<file path="src/rtl/regfile_pkg.sv">
// Shared types and defaults for the arbitrated 16x8 register file.
package regfile_pkg;
  localparam int DATA_W = 8;
  localparam int ADDR_W = 4;

  typedef enum logic {
    CLEAR = 1'b0,
    IDLE  = 1'b1
  } state_t;

  localparam logic REQ_P0 = 1'b0;
  localparam logic REQ_P1 = 1'b1;
endpackage

</file>
<file path="src/rtl/regfile_core.sv">
// Register file storage: one synchronous write port and
// one registered read port, one access per clock.
module regfile_core #(
  parameter int DATA_W = 8,
  parameter int ADDR_W = 4
) (
  input  logic              clock,
  input  logic              rst_n,
  input  logic              we,
  input  logic              re,
  input  logic [ADDR_W-1:0] addr,
  input  logic [DATA_W-1:0] wdata,
  output logic [DATA_W-1:0] rdata
);
  localparam int DEPTH = 1 << ADDR_W;

  logic [DATA_W-1:0] mem [DEPTH];

  always_ff @(posedge clock) begin
    if (we) mem[addr] <= wdata;
  end

  always_ff @(posedge clock or negedge rst_n) begin
    if (!rst_n)  rdata <= '0;
    else if (re) rdata <= mem[addr];
  end
endmodule

</file>
<file path="src/rtl/regfile_arbiter.sv">
// Round-robin two-port arbiter in front of regfile_core.
// Define REGFILE_CLEAR_SWEEP_EN to zero the array after reset.
module regfile_arbiter
  import regfile_pkg::*;
#(
  parameter int DATA_W = regfile_pkg::DATA_W,
  parameter int ADDR_W = regfile_pkg::ADDR_W
) (
  input  logic              clock,
  input  logic              rst_n,
  input  logic              req0,
  input  logic              we0,
  input  logic [ADDR_W-1:0] addr0,
  input  logic [DATA_W-1:0] wdata0,
  input  logic              req1,
  input  logic              we1,
  input  logic [ADDR_W-1:0] addr1,
  input  logic [DATA_W-1:0] wdata1,
  output logic              gnt0,
  output logic              gnt1,
  output logic [DATA_W-1:0] rdata,
  output logic              rvalid,
  output logic              rid,
  output logic              busy
);
`ifdef REGFILE_CLEAR_SWEEP_EN
  localparam state_t RST_STATE = CLEAR;
`else
  localparam state_t RST_STATE = IDLE;
`endif

  state_t            state;
  state_t            state_nxt;
  logic              rr;
  logic [ADDR_W-1:0] sweep_idx;
  logic              pick0;
  logic              pick1;
  logic              c_we;
  logic              c_re;
  logic [ADDR_W-1:0] c_addr;
  logic [DATA_W-1:0] c_wdata;

  always_comb begin
    state_nxt = state;
    pick0     = 1'b0;
    pick1     = 1'b0;
    c_we      = 1'b0;
    c_re      = 1'b0;
    c_addr    = addr0;
    c_wdata   = wdata0;
    unique case (state)
      CLEAR: begin
        c_we    = 1'b1;
        c_addr  = sweep_idx;
        c_wdata = '0;
        if (&sweep_idx) state_nxt = IDLE;
      end
      IDLE: begin
        pick0 = req0 & (~req1 | (rr == REQ_P0));
        pick1 = req1 & ~pick0;
        unique case (1'b1)
          pick1: begin
            c_addr  = addr1;
            c_wdata = wdata1;
            c_we    = we1;
            c_re    = ~we1;
          end
          pick0: begin
            c_we = we0;
            c_re = ~we0;
          end
          default: ;
        endcase
      end
    endcase
  end

  always_ff @(posedge clock or negedge rst_n) begin
    if (!rst_n) begin
      state     <= RST_STATE;
      rr        <= REQ_P0;
      sweep_idx <= '0;
      gnt0      <= 1'b0;
      gnt1      <= 1'b0;
      rvalid    <= 1'b0;
      rid       <= REQ_P0;
    end else begin
      state  <= state_nxt;
      gnt0   <= pick0;
      gnt1   <= pick1;
      rvalid <= c_re;
      if (state == CLEAR) sweep_idx <= sweep_idx + 1'b1;
      if (c_re) rid <= pick1 ? REQ_P1 : REQ_P0;
      // the port just served drops to lowest priority
      if (pick0 | pick1) rr <= pick0 ? REQ_P1 : REQ_P0;
    end
  end

`ifdef REGFILE_CLEAR_SWEEP_EN
  assign busy = (state == CLEAR);
`else
  assign busy = 1'b0;
`endif

  regfile_core #(
    .DATA_W(DATA_W),
    .ADDR_W(ADDR_W)
  ) u_core (
    .clock(clock),
    .rst_n(rst_n),
    .we   (c_we),
    .re   (c_re),
    .addr (c_addr),
    .wdata(c_wdata),
    .rdata(rdata)
  );
endmodule

</file>
<file path="config.mk">
export PLATFORM = sky130hd
export DESIGN_NAME = regfile_arbiter
export DESIGN_NICKNAME = d
export VERILOG_FILES = /design/src/rtl/regfile_pkg.sv /design/src/rtl/regfile_core.sv /design/src/rtl/regfile_arbiter.sv
export SDC_FILE = /design/constraint.sdc
export NUM_CORES = 1
export LEC_CHECK = 0
export CAP_MARGIN = 20
export CORE_ASPECT_RATIO = 0.75
export CORE_MARGIN = 2
export CORE_UTILIZATION = 40
export DETAILED_ROUTE_END_ITERATION = 10
export RECOVER_POWER = 50
export REMOVE_ABC_BUFFERS = 1
export SYNTH_ARGS = -nofsm -noshare
export SYNTH_HDL_FRONTEND = slang
export SYNTH_HIERARCHICAL = 1
export SYNTH_SLANG_ARGS = --single-unit
</file>
<file path="constraint.sdc">
create_clock -name clock -period 5.9 [get_ports clock]
set_clock_uncertainty 0.2 [all_clocks]
set_input_delay 1.18 -clock clock [delete_from_list [all_inputs] [get_ports clock]]
set_output_delay 1.18 -clock clock [all_outputs]
set_load 0.05 [all_outputs]
</file>
==> results.yml <==
clock_network:
  cts_tree: "built"
  clk_latency_ns: 0.42
  cts.repair.resized: 0
  cts.root.buffer_cell: "clkbuf_16"
  cts_hold_buf: 0
  numCtsBuffers: 17
  post_cts_buffers: 0
  clk_pin_slew_ns: 0.06
  cts_sinks: 146
  cts.path.max_buffers: 2
  htreeDepth: 4
global_routing:
  grt_pass1_wl_um: 21800
  grt_usage_pct: 19.0
  met1_usage_pct: 29.0
  grt_use_met3_pct: 4.86
  grt_busiest_layer: "met1"
  grt-ovfl-total: 0
  first_global_vias: 3473
  gr-usage-met2_pct: 26.4
  antenna_found_initial: 0
  grt_max_degree: 21
sta:
  fin_setup_tns_ns: 0
  timing.slew.headroom_pct: -16.8
  fmax_ghz: 0.226
  hold_violations: 0
  period_minus_slack_ns: 4.42
  rsz0062_at_grt: "false"
  drv_slew: 120
  finalSetupViolations: 0
  post-route-period-util_pct: 75.0
  worstMarginPinSlew_ns: 1.75
yosys:
  yosysTopAreaCellShare_pct: 63.8
  synth_top_area_cell: "edfxtp_1"
  synth-simple-area-share_pct: 6.62
  synthMuxAreaShare_pct: 11.3
  syn_avg_cell_area_um2: 15.5
  ys_seq_area_share_pct: 71.3
  netlist_instances: 390
  ys_ff_latch: 146
  synth_compound_area_share_pct: 7.24
  synth_area_leaders: "edfxtp_1, mux2i_1, dfrtp_1, nor2_1, mux4_2"
  synth_warnings: 6
  synth-xor-area-share_pct: 0.436
  synth_fa_ha_area_share_pct: 0.208
  synth_top_family_by_area: "multiplexers"
  syn_area_um2: 6030
  synth.distinct_cells: 41
die:
  die_w_um: 146
  core_area_um2: 14600
  start_util_pct: 41.3
  pin_count: 43
  die_area_um2: 16100
  num_rows: 38
  die_y_um: 110
worst_setup_path:
  startpoint_type: "input pin"
  slowest_delay_ns: 0.75
  crit_arrival_ns: 4.27
  path_cells: "dlygate4sd3_1 > inv_1 > o21ai_0 > a21oi_4 > buf_4 > nand2b_1 > nor2_1"
  worstSetupPathType: "in2reg"
  path_max_fanout: 17
  slowest_stage: "dlygate4sd3_1"
  worstPathRequired_ns: 5.75
  critPathCaptureType: "flip-flop"
run_status:
  failed_checks: "max-capacitance violations, max-slew violations"
  status: "finished with violations"
cells_and_area:
  final_nets: 465
  final_core_util_pct: 49.1
  syn_to_final_growth_pct: 18.9
  fin_area_um2: 7170
  drive_above_1_share_pct: 11.4
detailed_routing:
  drc: 0
  ant_nets: 0
  vias_per_cell: 5.61
  vias: 3638
  avgRoutedWirePerCell_um: 22.5
  first_pass_iters: 6
  finalWirelength_um: 14600
  drt_iter0_drc: 378
placed_design:
  dp_hpwl_um: 9570
  globalplace.congestion: 0.842
  portBuffers: 41
  place_area_um2: 6650
pwr:
  p_leak_nw: 2.46
  p_per_area_nw_per_um2: 356
  vdd_drop_max_mv: 0.179
job:
  drv_cap: 7
worst_hold_path:
  hp-class: "reg2reg"
layer usage:
layer	share of wire, %	up-vias
met4	1.1	0
met5	0	-
met2	42	180
li1	-	1605
met3	8.7	16
met1	48	1837
synth_stat cells, drive strengths merged:
master / n
conb: 1
a221oi: 3
clkbuf: 5
o22ai: 16
nand3: 16
ha: 1
mux4: 8
nand2b: 3
a31oi: 14
a21boi: 1
nand4: 1
xnor2: 3
and2: 2
a21oi: 14
edfxtp: 128
nand2: 9
a2bb2oi: 5
mux2: 1
nand3b: 5
buf: 20
or3b: 3
o21a: 1
nor3: 6
o21ai: 18
mux2i: 48
nor2b: 3
dfstp: 1
nor2: 33
inv: 3
or3: 1
dfrtp: 17
layout by cell type, fill, tap and decap left out, drive strengths merged:
cell / instances
a21boi: 1
a21oi: 14
a221oi: 3
a2bb2oi: 5
a31oi: 14
and2: 2
buf: 9
clkbuf: 17
clkdlybuf4s50: 27
clkinv: 4
clkinvlp: 3
conb: 1
dfrtp: 17
dfstp: 1
diode: 1
dlygate4sd3: 14
edfxtp: 128
ha: 1
inv: 11
mux2: 1
mux2i: 48
mux4: 8
nand2: 9
nand2b: 3
nand3: 16
nand3b: 5
nand4: 1
nor2: 33
nor2b: 3
nor3: 6
o21a: 1
o21ai: 18
o22ai: 16
or3: 1
or3b: 3
xnor2: 3
worst max-delay path, delay by kind of cell:
kind	cells	cell delay, ns
AOI/OAI and AO/OA	2	0.73
buffers and inverters	3	1.50
and+or+nand+nor	2	0.85
final cells by class:
| cell class | instances | area, um2 |
|---|---|---|
| diodes | 1 | 2.50 |
| clock buffers | 17 | 425 |
| clock inverters | 15 | 123 |
| fillers | 1248 | 7430 |
| inverters | 3 | 11.3 |
| multi-input cells | 216 | 1580 |
| flip-flops and latches | 146 | 4300 |
| well taps | 200 | 250 |
| repair buffers | 50 | 478 |
registers in the layout (all words and copies together), names as in the netlist:
name / count
u_core/rdata: 8
rr: 1
u_core/mem: 128
state: 1
gnt0: 1
gnt1: 1
rvalid: 1
sweep_idx: 4
rid: 1
cell families (layout without fill, tap and decap cells):
logic type / count (synthesis) / after routing
mux: 57 / 57
buf+inv: 28 / 85
flops: 146 / 146
xor+xnor: 3 / 3
fa+ha+maj: 1 / 1
compound gates: 72 / 72
simple gates: 82 / 82
other cells: 1 / 2
report_power, final:
part	leakage [nW]	switching (mW)	total, mW	internal, mW
Sequential	1.37	0.0221	1.20	1.18
Clock	0.261	0.449	0.998	0.549
Combinational	0.822	0.237	0.352	0.116
path summary, 6_finish.rpt:
path,cells after the start,from,slack (ns),to
max,7,req1,1.48,u_core/mem[1][1]$_DFFE_PP_
min,1,sweep_idx[3]$_DFFE_PN0N_,0.31,sweep_idx[3]$_DFFE_PN0N_
max reg2reg,8,state$_DFF_PN1_,2.44,u_core/rdata[3]$_DFFE_PN0P_
min reg2reg,1,sweep_idx[3]$_DFFE_PN0N_,0.31,sweep_idx[3]$_DFFE_PN0N_
max in group asynchronous,1,rst_n,3.77,u_core/rdata[5]$_DFFE_PN0P_
min in group asynchronous,1,rst_n,1.15,rr$_DFFE_PN0P_
per-stage QoR:
step / cells / setup slack [ns] / hold slack, ns / power [mW]
after floorplan: 365 / 0.0292 / 0.268 / 1.44
after global placement: 614 / 1.02 / 0.288 / 1.58
after detailed placement: 615 / 1.01 / 0.301 / 1.59
after CTS: 647 / 1.48 / 0.313 / 2.58
after global routing: 647 / 1.25 / 0.322 / 2.63
final: 648 / 1.48 / 0.311 / 2.55
No activity file was read; power rests on OpenSTA's default activity.
